[config.mk]
export PLATFORM = sky130hd
export DESIGN_NAME = seq_divider_16x8
export DESIGN_NICKNAME = d
export VERILOG_FILES = /design/src/rtl/div_pkg.sv /design/src/rtl/div_step.sv /design/src/rtl/seq_divider_16x8.sv
export SDC_FILE = /design/constraint.sdc
export NUM_CORES = 1
export LEC_CHECK = 0
export BUFFER_PORTS_ARGS = -buffer_cell sky130_fd_sc_hd__buf_2
export CORE_ASPECT_RATIO = 0.75
export CORE_MARGIN = 2
export CORE_UTILIZATION = 55
export DETAILED_ROUTE_END_ITERATION = 10
export PLACE_DENSITY = 0.79
export SETUP_SLACK_MARGIN = 0.5
export SLEW_MARGIN = 20
export SYNTH_ARGS = -nofsm -noshare
export SYNTH_HDL_FRONTEND = slang
export SYNTH_SLANG_ARGS = --single-unit
[constraint.sdc]
create_clock -name clk_i -period 2.38 [get_ports clk_i]
set_clock_uncertainty 0.2 [all_clocks]
set_input_delay 0.476 -clock clk_i [delete_from_list [all_inputs] [get_ports clk_i]]
set_output_delay 0.476 -clock clk_i [all_outputs]
set_load 0.02 [all_outputs]
[src/rtl/div_pkg.sv]
// Shared definitions for the sequential restoring divider.
//   DW_DEFAULT  : default divisor/remainder width (dividend/quotient are twice this).
//   CNT_W       : bit-counter width for the default width.
//   div_state_t : controller states.
package div_pkg;

  localparam int unsigned DW_DEFAULT = 8;
  localparam int unsigned CNT_W      = $clog2(2 * DW_DEFAULT);

  typedef enum logic [1:0] {
    IDLE = 2'd0,
    CALC = 2'd1,
    DONE = 2'd2
  } div_state_t;

endpackage

[src/rtl/div_step.sv]
// One restoring-division step, purely combinational.
// Ports:
//   rem_i     : partial remainder R (DW+1 bits; the MSB is always 0 between steps)
//   bit_i     : next dividend bit, MSB first
//   divisor_i : divisor
//   rem_o     : updated partial remainder
//   q_o       : quotient bit produced by this step
module div_step #(
  parameter int unsigned DW = 8
) (
  input  logic [DW:0]   rem_i,
  input  logic          bit_i,
  input  logic [DW-1:0] divisor_i,
  output logic [DW:0]   rem_o,
  output logic          q_o
);

  logic [DW:0] shifted;
  logic [DW:0] diff;

  // The incoming MSB is shifted out by construction, so it never matters.
  logic unused_rem_msb;
  assign unused_rem_msb = rem_i[DW];

  always_comb begin
    shifted = {rem_i[DW-1:0], bit_i};
    // DW+1-bit compare/subtract: shifted < 2*divisor, so this cannot overflow.
    diff    = shifted - {1'b0, divisor_i};
    q_o     = (shifted >= {1'b0, divisor_i});
    rem_o   = q_o ? diff : shifted;
  end

endmodule

[src/rtl/seq_divider_16x8.sv]
// Sequential restoring divider, one quotient bit per clock behind a
// start/busy/done handshake. Divide-by-zero completes in one cycle with an
// all-ones quotient and the low dividend byte as remainder.
// Ports:
//   clk_i         : clock, rising edge
//   rst_i         : synchronous active-high reset
//   start_i       : request a division (sampled only when idle)
//   dividend_i    : numerator, 2*DW bits, captured on accept
//   divisor_i     : denominator, DW bits, captured on accept
//   busy_o        : high while computing or presenting the result
//   done_o        : one-cycle result-valid pulse
//   quotient_o    : quotient, held until the next result
//   remainder_o   : remainder, held until the next result
//   div_by_zero_o : divisor was zero, held like the results
module seq_divider_16x8
  import div_pkg::*;
#(
  parameter int unsigned DW = DW_DEFAULT
) (
  input  logic            clk_i,
  input  logic            rst_i,
  input  logic            start_i,
  input  logic [2*DW-1:0] dividend_i,
  input  logic [DW-1:0]   divisor_i,
  output logic            busy_o,
  output logic            done_o,
  output logic [2*DW-1:0] quotient_o,
  output logic [DW-1:0]   remainder_o,
  output logic            div_by_zero_o
);

  localparam int unsigned CntW = $clog2(2 * DW);
  localparam logic [CntW-1:0] CntLast = CntW'(2 * DW - 1);

  div_state_t      state_q, state_d;
  logic [CntW-1:0] cnt_q, cnt_d;
  // Holds the dividend; quotient bits enter at the LSB as dividend bits leave the MSB.
  logic [2*DW-1:0] shift_q, shift_d;
  logic [DW-1:0]   dvs_q, dvs_d;
  logic [DW:0]     rem_q, rem_d;
  logic [2*DW-1:0] quot_q, quot_d;
  logic [DW-1:0]   remd_q, remd_d;
  logic            dbz_q, dbz_d;

  logic [DW:0]     step_rem;
  logic            step_q;

  div_step #(
    .DW (DW)
  ) u_step (
    .rem_i     (rem_q),
    .bit_i     (shift_q[2*DW-1]),
    .divisor_i (dvs_q),
    .rem_o     (step_rem),
    .q_o       (step_q)
  );

  always_comb begin
    state_d = state_q;
    cnt_d   = cnt_q;
    shift_d = shift_q;
    dvs_d   = dvs_q;
    rem_d   = rem_q;
    quot_d  = quot_q;
    remd_d  = remd_q;
    dbz_d   = dbz_q;

    unique case (state_q)
      IDLE: begin
        if (start_i) begin
          shift_d = dividend_i;
          dvs_d   = divisor_i;
          rem_d   = '0;
          cnt_d   = CntLast;
          if (divisor_i == '0) begin
            state_d = DONE;
            quot_d  = '1;
            remd_d  = dividend_i[DW-1:0];
            dbz_d   = 1'b1;
          end else begin
            state_d = CALC;
          end
        end
      end
      CALC: begin
        shift_d = {shift_q[2*DW-2:0], step_q};
        rem_d   = step_rem;
        if (cnt_q == '0) begin
          // Results are loaded on the edge into DONE so they are valid with done_o.
          state_d = DONE;
          quot_d  = {shift_q[2*DW-2:0], step_q};
          remd_d  = step_rem[DW-1:0];
          dbz_d   = 1'b0;
        end else begin
          cnt_d = cnt_q - 1'b1;
        end
      end
      DONE: begin
        state_d = IDLE;
      end
      default: begin
        state_d = IDLE;
      end
    endcase
  end

  always_ff @(posedge clk_i) begin
    if (rst_i) begin
      state_q <= IDLE;
      cnt_q   <= '0;
      shift_q <= '0;
      dvs_q   <= '0;
      rem_q   <= '0;
      quot_q  <= '0;
      remd_q  <= '0;
      dbz_q   <= 1'b0;
    end else begin
      state_q <= state_d;
      cnt_q   <= cnt_d;
      shift_q <= shift_d;
      dvs_q   <= dvs_d;
      rem_q   <= rem_d;
      quot_q  <= quot_d;
      remd_q  <= remd_d;
      dbz_q   <= dbz_d;
    end
  end

  // All outputs come straight from registers.
  assign busy_o        = (state_q != IDLE);
  assign done_o        = (state_q == DONE);
  assign quotient_o    = quot_q;
  assign remainder_o   = remd_q;
  assign div_by_zero_o = dbz_q;

endmodule

Word level (Yosys, flattened, before mapping)
Cells that the tools add are included.

$add $sub $neg: 2. Order comparisons: 1. Equal/unequal tests: 6. Muxes and demuxes: 24. Reductions and logical operators: 10.

Operators with widths (count): $mux W16 (4); $pmux W16 S2 (2); $mux W8 (5); $pmux W8 S2 (2); $ge A9 B8 Y1 (1); $logic_not A8 Y1 (1); $mux W4 (2); $ne A2 B2 Y1 const B (4); $pmux W4 S2 (1); $sub A8 B8 Y8 (1); $mux W2 (3); $reduce_and A2 Y1 (3); $logic_not A4 Y1 (1); $pmux W2 S2 (1); $reduce_and A4 Y1 (1); $reduce_bool A2 Y1 (2); $sub A4 B1 Y4 const B (1); $mux W1 (3); $reduce_and A3 Y1 (1); $eq A2 B1 Y1 const B (1); $eq A2 B2 Y1 const B (1); $logic_not A2 Y1 (1); $pmux W1 S2 (1).

Register bits after elaboration: 63. Bits of input ports: 27. Output and inout port bits: 27. Word-level logic and storage cells: 51.

Logic depth before layout (Yosys ltp)
Gate-level depths: netlist of run 1.

Depth after elaboration: 4. Mapped depth: 9.

Hierarchy
Synthesis of run 1 repeated with hierarchy kept, for this count alone.

Cell total of the unflattened synthesis: 360. Area total of the unflattened synthesis: 3079.2 um^2.

By module, submodules not included: seq_divider_16x8 (instances 1, cells each 284, area an instance 2532.4 um^2); div_step (instances 1, cells each 76, area an instance 546.8 um^2).

Least setup slack after synthesis of run 1
Ideal clock, no wire load.

Kind: register -> register. Start point: register dvs_q[5]. End point: register remd_q[0], in the netlist remainder_o[0]. Library setup time: 0.132 ns. Data arrival time: 1.795 ns. Data required time: 2.048 ns. Slack: 0.253 ns. Cell stages (with the launch flop): 10. Clock period less this slack: 2.127 ns. Path through: dfxtp_1 inv_1 ha_1 buf_6 nand3_2 nor2_1 a2111oi_4 buf_6 mux2i_1 a311oi_1.

Word-level cells in the longest chain between the ends: 4.

Ends and longest elaborated chain: start, declared (line seq_divider_16x8.sv:39) `logic [DW-1:0] dvs_q, dvs_d;`; start signal, assigned (line seq_divider_16x8.sv:121) `dvs_q <= dvs_d;`; $ge A9 B8 Y1 (line div_step.sv:29) `q_o = (shifted >= {1'b0, divisor_i});`; $mux W8 (line div_step.sv:30) `rem_o = q_o ? diff : shifted;`; $mux W8 (line seq_divider_16x8.sv:88) `if (cnt_q == '0) begin`; $pmux W8 S2 (line seq_divider_16x8.sv:68) `unique case (state_q)`; end signal, assigned (line seq_divider_16x8.sv:124) `remd_q <= remd_d;`; end, declared (line seq_divider_16x8.sv:42) `logic [DW-1:0] remd_q, remd_d;`.

Every way passes these cells. The select of a mux whose other input is x is not followed. A chain may end at the register's enable or synchronous reset.

Final worst setup path of run 1
Start point: register shift_q[15]. End point: register remd_q[0], in the netlist remainder_o[0].

Word-level cells in the longest chain between the ends: 4. Elaborated cells on any way between the ends: 5. Those cells by class: 1 x add/sub; 1 x order compare; 3 x mux.

Ends and longest elaborated chain: start, declared (line seq_divider_16x8.sv:38) `logic [2*DW-1:0] shift_q, shift_d;`; start signal, assigned (line seq_divider_16x8.sv:120) `shift_q <= shift_d;`; $sub A8 B8 Y8 or $ge A9 B8 Y1 (tied branches) (line div_step.sv:28, div_step.sv:29); $mux W8 (*) (line div_step.sv:30); $mux W8 (*) (line seq_divider_16x8.sv:88); $pmux W8 S2 (*) (line seq_divider_16x8.sv:68).

Every way passes the cells marked *; elsewhere a longest branch is shown, timed or not. The select of a mux whose other input is x is not followed.

==> results.md, run 1 <==
| Quantity | Value |
|:---|:---|
| # port buffers | 53 |
| Wire length per cell | 17.74 um |
| Gate count of the mapped netlist | 371 |
| Crit path DAT | 2270 ps |
| Worst min-delay path startpoint | divisor_i[0] |
| Share of the cycle needed by the critical path after routing | 94.58% |
| Count of buffering cells on the critical path with inverters included | 3 |
| Total via count in the routed design | 3160 |
| Dpl cell area | 3483 um^2 |
| Top cell family by delay on the critical path | compound AO/OA/AOI/OAI gates |
| WS Path Type | flop to flop |
| Crit path max-delay cell type | sky130_fd_sc_hd__a2111oi_4 |
| Instance count along the most critical hold path | 3 |
| Last weighted congestion value of the routability-driven placer | 0.8781 |
| Initial cell density of the core | 56.92% |
| Proportion of netlist area held by the largest area contributor | 41.40% |
| Shortest period the worst path allows | 2251 ps |
| Syn_area_per_cell | 8.212 um^2 |
| Transition at the pin with the smallest max-transition slack | 360.8 ps |
| Worst R2R End | remainder_o[0]$_SDFFE_PP0P_ |
| Sequential element share of the synthesized area | 41.40% |
| TritonCTS sink count | 63 |
| Share of flip-flops with an asynchronous set or reset | 0% |
| Synth Net Count | 408 |
| Commonest register cell after synthesis | sky130_fd_sc_hd__dfxtp_1 |
| Drt pass-1 iters | 5 |
| Critical-path cell list | inv_2 -> ha_4 -> nor2b_4 -> o21ai_2 -> a2111oi_4 -> clkbuf_16 -> buf_8 -> mux2i_4 -> a311oi_1 |
| Slew Limit Fails | 0 |
| Initial antenna violation count | 0 |
| DIE AREA | 6157 um^2 |
| WL final | 9258 um |
| CTS Buf Count | 9 |
| DP Wirelength | 5291 um |
| Largest incremental delay on the critical path | 400 ps |
| Number of synthesized flops with an enable pin | 0 |
| Run status | complete, no violations |
| Number of hold buffers added after cts | 0 |
| Area taken by multi-input logic gates | 1947 um^2 |
| Storage cell area | 1284 um^2 |
| RSZ-0062 raised after global routing | true |
| Core region area | 5353 um^2 |
| Maximum buffer depth of the clock tree | 2 |
| Number of hold-slack violations in the final timing report | 0 |
| Violation count after the first detailed-routing iteration | 290 |
| Commonest cells after routing, fill and taps aside | sky130_fd_sc_hd__nor2_1 (70), sky130_fd_sc_hd__buf_2 (53), sky130_fd_sc_hd__dfxtp_1 (49), sky130_fd_sc_hd__nand2_1 (43) |
| Clock-pin slew reported for the worst setup and hold paths after clock tree synthesis | 70 ps |
| Setup Total Neg Slack | 0 ps |
| Cell taking the most area after synthesis | sky130_fd_sc_hd__dfxtp_1 |
| Number of warnings printed during yosys synthesis | 0 |
| Total congestion overflow after global routing | 0 |
| Clock tree from TritonCTS | done |
| Critical Path Start Type | flop |
| Netlist area before placement | 3047 um^2 |
| Count of different cell masters after synthesis | 52 |
| Crit-path max FO | 4 |
| Std cell rows | 23 |
| Die height | 68.46 um |
| Antenna Cells | 0 |
| Source of the critical timing path | shift_q[15]$_SDFFE_PP0P_ |
| Maximum level of the CTS H-tree | 3 |
| Leakage power figure | 1.703 nW |
| Hold Path End | dvs_q[0]$_SDFFE_PP0P_ |
| Most frequent standard cell in the layout excluding fill and tap cells | sky130_fd_sc_hd__nor2_1 |
| Global-route wire length before repair | 12490 um |
| Leading post-synthesis cells by cell area | sky130_fd_sc_hd__dfxtp_1 (41%), sky130_fd_sc_hd__nor2_1 (8.7%), sky130_fd_sc_hd__nand2_1 (5.8%) |
| Number of global-route vias before repair | 2615 |
| Worst hold path class | primary input to flop |
| Number of cell instances on the worst register-to-register path | 9 |
| Highest ir drop seen on vdd | 0.0006037 V |
| Total number of nets in the final design | 480 |
| Worst EP required | 2400 ps |
| Global routing usage summed across all routing layers | 26.42% |
| Clock root buffer | sky130_fd_sc_hd__clkbuf_8 |
| Post-route design area | 4202 um^2 |
| Ratio of total power to cell area | 881.2 nW/um^2 |
| Via count normalized by instance count | 6.054 |
| Count of antenna-violating nets left after detailed routing | 0 |
| Post-detailed-route DRC marker count | 0 |
| Insertion delay to the later sink of the worst-skew pair | 340 ps |
| Setup Viol. Count Final | 0 |
| Pin count of the biggest net entering global routing | 30 |
| Number of storage elements in the synthesis netlist | 63 |
| Total of fill cells in the finished design | 349 |
| Area growth from synthesis to layout | 37.91% |
| R2r setup slk | 130 ps |
| Maximum clock frequency | 0.4442 GHz |
| Capturing element type of the critical path | flop |
| Total of max-cap violations | 0 |
| Horizontal die dimension | 89.94 um |
| Launch instance of the worst register-to-register path | shift_q[15]$_SDFFE_PP0P_ |
| Tightest slew margin relative to the limit | 75.73% |
| Boundary Pins | 54 |
| Share of post-route cells with drive strength above 1 | 38.48% |
## metrics by stage
step	hold WS [ps]	instances	setup slack (ps)	util, %	total power, mW
final	180.2	522	128.9	78.49	3.702
after global routing	174.5	522	67.91	78.49	3.849
after CTS	170.4	514	247.0	74.59	3.481
after detailed placement	249.6	487	158.6	65.08	2.192
after global placement	240.7	487	226.6	65.08	2.166
after floorplan	234.7	371	348.0	-	1.949
## Yosys cell counts, types with 3 or more instances
cell type / n
sky130_fd_sc_hd__nand2_1: 47
sky130_fd_sc_hd__ha_1: 9
sky130_fd_sc_hd__o21ai_0: 11
sky130_fd_sc_hd__mux2i_1: 7
sky130_fd_sc_hd__nand2b_1: 3
sky130_fd_sc_hd__nor2b_1: 6
sky130_fd_sc_hd__or2_2: 4
sky130_fd_sc_hd__nor3_1: 5
sky130_fd_sc_hd__a31oi_1: 3
sky130_fd_sc_hd__nor2_1: 71
sky130_fd_sc_hd__a311oi_1: 12
sky130_fd_sc_hd__a21oi_1: 23
sky130_fd_sc_hd__nor4b_1: 3
sky130_fd_sc_hd__a211oi_1: 21
sky130_fd_sc_hd__clkbuf_1: 11
sky130_fd_sc_hd__buf_4: 3
sky130_fd_sc_hd__nor4_1: 7
sky130_fd_sc_hd__dfxtp_1: 63
sky130_fd_sc_hd__inv_1: 14
sky130_fd_sc_hd__buf_2: 5
sky130_fd_sc_hd__nand3_1: 3
## worst min-delay path, cell delays in order
cell and delay, ps:
sky130_fd_sc_hd__buf_2 110, sky130_fd_sc_hd__nand2_1 50, sky130_fd_sc_hd__a21oi_1 50
## timing repair
| item | 4_1_cts | 5_1_grt |
|---|---|---|
| setup endpoints to repair | 34 | 36 |
| pin swaps | 11 | 18 |
| buffers inserted | 11 | 6 |
| gates resized for setup | 45 | 26 |
| gates cloned | 1 | 2 |
## power by group
| part | internal, mW | leakage (nW) | total (mW) | switching (mW) |
|---|---|---|---|---|
| logic | 0.715 | 1.07 | 1.45 | 0.733 |
| clock network | 0.592 | 0.108 | 1.00 | 0.410 |
| registers | 1.17 | 0.522 | 1.25 | 0.0868 |
| total | 2.47 | 1.70 | 3.70 | 1.23 |
## cell families after synthesis
| group | share of synthesized area (%) |
|---|---|
| simple gates | 25.09 |
| compound gates | 20.08 |
| flops | 41.40 |
| buf+inv | 5.626 |
| fa+ha+maj | 4.353 |
| mux | 2.300 |
| xor+xnor | 1.150 |
## flip-flops by register name (all words and copies together) (netlist names)
name and cells:
rem_q 8, shift_q 16, div_by_zero_o 1, remainder_o 8, quotient_o 16, cnt_q 4, state_q 2, dvs_q 8
## how the worst max path moves through the flow
stage	end	cells past startpoint
CTS	remainder_o[0]$_SDFFE_PP0P_	9
finish	remainder_o[0]$_SDFFE_PP0P_	9
global placement	remainder_o[5]$_SDFFE_PP0P_	8
global route	remainder_o[0]$_SDFFE_PP0P_	8
detailed placement	rem_q[5]$_SDFFE_PP0P_	8
floorplan	remainder_o[0]$_SDFFE_PP0P_	8
## area by class of cell
class | count | share of cell area (%)
clock buffer | 13 | 4.258
multi-input combinational | 271 | 46.34
clock inverter | 2 | 0.8934
inverter | 14 | 1.251
sequential | 63 | 30.55
tap | 75 | 2.233
timing repair buffer | 84 | 14.47
## routing by layer
layer	up-vias	part of all wire, %	GRT usage, %	wire length (um)
met5	-	0	0	0
met4	0	2.2	7.308	204
met3	33	8.8	10.46	815
met2	168	45	42.90	4177
met1	1508	44	33.38	4061
li1	1451	-	-	-
(Power assumes the default switching activity.)
==> run 2: changes to the inputs <==
- CORE_UTILIZATION: 55 -> 58
- CTS_BUF_LIST: unset -> sky130_fd_sc_hd__clkbuf_8
- PLACE_DENSITY: 0.79 -> 0.82
==> run 2 against run 1 <==
Routed wire length is 2.2% lower. Die area shrank 4.9%. Via count fell by 1.5%. Clock-buffer cell count down 4. Sequential share of layout area rose by 1.1 points. Clock power up 16%. Flip-flop and latch count is the same. Largest cell class unchanged. First-iteration DRC count increased by 3.8%. Highest routed layer unchanged. Fmax grew 5.3%. Critical path depth decreased by 1. Final cell count shrank 2.1%. Utilization grew 2.5 points.
==> results.md, run 2 (synthesis gave the netlist of run 1 again) <==
| Quantity | Value | vs previous |
|:---|:---|:---|
| Run status | complete, no violations |  |
| CTS Buf Count | 9 | unchanged |
| Leakage power figure | 1.657 nW | -2.7% |
| Maximum buffer depth of the clock tree | 2 | unchanged |
| Cell total after placement | 483 | -0.82% |
| Last weighted congestion value of the routability-driven placer | 0.9868 | +12% |
| Global routing usage summed across all routing layers | 28.18% | +1.8 points |
| Comb pwr share | 32.3% | -6.8 points |
| Crit-path max FO | 6 | +2 |
| Setup Viol. Count Final | 0 | unchanged |
| Area growth from synthesis to layout | 32.48% |  |
| Clock-pin slew reported for the worst setup and hold paths after clock tree synthesis | 80 ps | about the same |
| DIE AREA | 5855 um^2 | -4.9% |
| Transition at the pin with the smallest max-transition slack | 410.0 ps | +49.21 ps |
| Non-filler instance count after layout | 511 | -2.1% |
| Share of post-route cells with drive strength above 1 | 35.54% | -2.9 points |
| Maximum level of the CTS H-tree | 3 | unchanged |
| Count of antenna-violating nets left after detailed routing | 0 | unchanged |
| Drt pass-1 iters | 5 | unchanged |
| TritonCTS sink count | 63 | unchanged |
| Insertion delay to the later sink of the worst-skew pair | 360 ps | +20 ps |
| Shortest period the worst path allows | 2137 ps | -113.9 ps |
| Boundary Pins | 54 | unchanged |
| Via count normalized by instance count | 6.092 | +0.63% |
| Capturing element type of the critical path | flop |  |
| Utilization after layout | 81.01% | +2.5 points |
| Total of max-cap violations | 0 | unchanged |
| Violation count after the first detailed-routing iteration | 301 | +3.8% |
| RSZ-0062 raised after global routing | true |  |
| Pin count of the biggest net entering global routing | 43 | +43% |
| Total of fill cells in the finished design | 316 | -9.5% |
| Std cell rows | 22 | -4.3% |
| Most frequent standard cell in the layout excluding fill and tap cells | sky130_fd_sc_hd__nor2_1 |  |
| Int Power | 2.382 mW | -3.7% |
| Total congestion overflow after global routing | 0 | unchanged |
| Power, Total | 3.559 mW | -3.9% |
| Die height | 66.77 um | -2.5% |
| Core region area | 4982 um^2 | -6.9% |
| Switching Power | 1.177 mW | -4.3% |
| Post-detailed-route DRC marker count | 0 | unchanged |
| Maximum clock frequency | 0.4679 GHz | +5.3% |
| Horizontal die dimension | 87.69 um | -2.5% |
| DP Wirelength | 5255 um | -0.68% |
| Clock tree from TritonCTS | done |  |
| Antenna Cells | 0 | unchanged |
| Share of the cycle needed by the critical path after routing | 89.80% | -4.8 points |
| WS Path Type | flop to flop |  |
| Initial antenna violation count | 0 | unchanged |
| Highest ir drop seen on vdd | 0.0005840 V | -3.3% |
| Minimum hold slack | 174.3 ps | -5.940 ps |
| Worst EP required | 2410 ps | about the same |
| Ratio of total power to cell area | 881.8 nW/um^2 | about the same |
| Crit path DAT | 2170 ps | -100 ps |
| Commonest cells after routing, fill and taps aside | sky130_fd_sc_hd__nor2_1 (70), sky130_fd_sc_hd__buf_2 (53), sky130_fd_sc_hd__dfxtp_1 (50), sky130_fd_sc_hd__nand2_1 (43), sky130_fd_sc_hd__a21oi_1 (21) |  |
| Number of hold-slack violations in the final timing report | 0 | unchanged |
| Critical Path Start Type | flop |  |
| Number of global-route vias before repair | 2681 | +2.5% |
| Clock root buffer | sky130_fd_sc_hd__clkbuf_8 |  |
| Clock network fraction of total power | 32.6% | +5.5 points |
| Tightest slew margin relative to the limit | 72.44% | -3.3 points |
| Total via count in the routed design | 3113 | -1.5% |
| Reg power frac | 35.1% | +1.3 points |
| Initial cell density of the core | 61.15% | +4.2 points |
| Slew Limit Fails | 0 | unchanged |
| Total number of nets in the final design | 471 | -1.9% |
| WL final | 9055 um | -2.2% |
| Worst hold path class | primary input to flop |  |
| Wire length per cell | 17.72 um | about the same |
| Switching power share of the total | 33.08% | -0.14 points |
| Global-route wire length before repair | 12590 um | +0.77% |
| Setup Total Neg Slack | 0 ps | unchanged |
| # port buffers | 53 | unchanged |
==> run 2: metrics by stage <==
step	setup WS (ps)	instance area, um^2
2_1_floorplan	348.0	3137
6_report	242.8	4036
3_5_place_dp	160.4	3472
4_1_cts	294.8	3850
3_3_place_gp	199.9	3472
5_1_grt	161.2	4036
==> run 2: worst max-delay path, cell delays in order, from the launching register on <==
cell	delay, ps
sky130_fd_sc_hd__dfxtp_2	330
sky130_fd_sc_hd__inv_2	50
sky130_fd_sc_hd__ha_4	260
sky130_fd_sc_hd__a21o_1	180
sky130_fd_sc_hd__o2bb2ai_2	130
sky130_fd_sc_hd__a2111oi_4	270
sky130_fd_sc_hd__buf_6	210
sky130_fd_sc_hd__mux2i_1	260
sky130_fd_sc_hd__a311oi_1	120
==> run 2: power by group through the flow <==
stage                     sequential [mW]  combinational (mW)  clock [mW]
after global placement               1.25               0.881           0
after detailed placement             1.26               0.899           0
after floorplan                      1.28               0.668           0
after global routing                 1.26                1.22        1.21
after CTS                            1.24                1.01        1.15
final                                1.25                1.15        1.16
==> run 2: metal layers <==
layer | up-vias | track usage, % | routed length, um
met1 | 1452 | 38.27 | 3876
met4 | 0 | 7.308 | 273
li1 | 1436 | - | -
met3 | 33 | 9.913 | 838
met5 | - | 0 | 0
met2 | 192 | 42.61 | 4067
==> run 2: timing repair <==
item | in CTS | in global routing
hold buffers | 0 | 0
hold endpoints to repair | 0 | 0
setup buffers | 5 | 2
pin swaps | 7 | 8
gates resized for setup | 24 | 23
gates cloned | 1 | 4
endpoints found under the setup margin | 34 | 38
==> run 2: final timing paths <==
check	from	end	slack [ps]	cells past startpoint
min	divisor_i[5]	dvs_q[5]$_SDFFE_PP0P_	170	3
min reg2reg	dvs_q[5]$_SDFFE_PP0P_	dvs_q[5]$_SDFFE_PP0P_	250	2
max reg2reg	dvs_q[6]$_SDFFE_PP0P_	remainder_o[1]$_SDFFE_PP0P_	240	8
max	dvs_q[6]$_SDFFE_PP0P_	remainder_o[1]$_SDFFE_PP0P_	240	8
==> run 2: layout make-up <==
type	count	area, um^2	share of cell area [%]
well taps	72	90.09	2.232
repair buffers	75	519.2	12.86
flip-flops and latches	63	1277	31.65
inverters	14	52.55	1.302
multi-input cells	271	1853	45.91
clock inverters	7	120.1	2.976
clock buffers	9	123.9	3.069
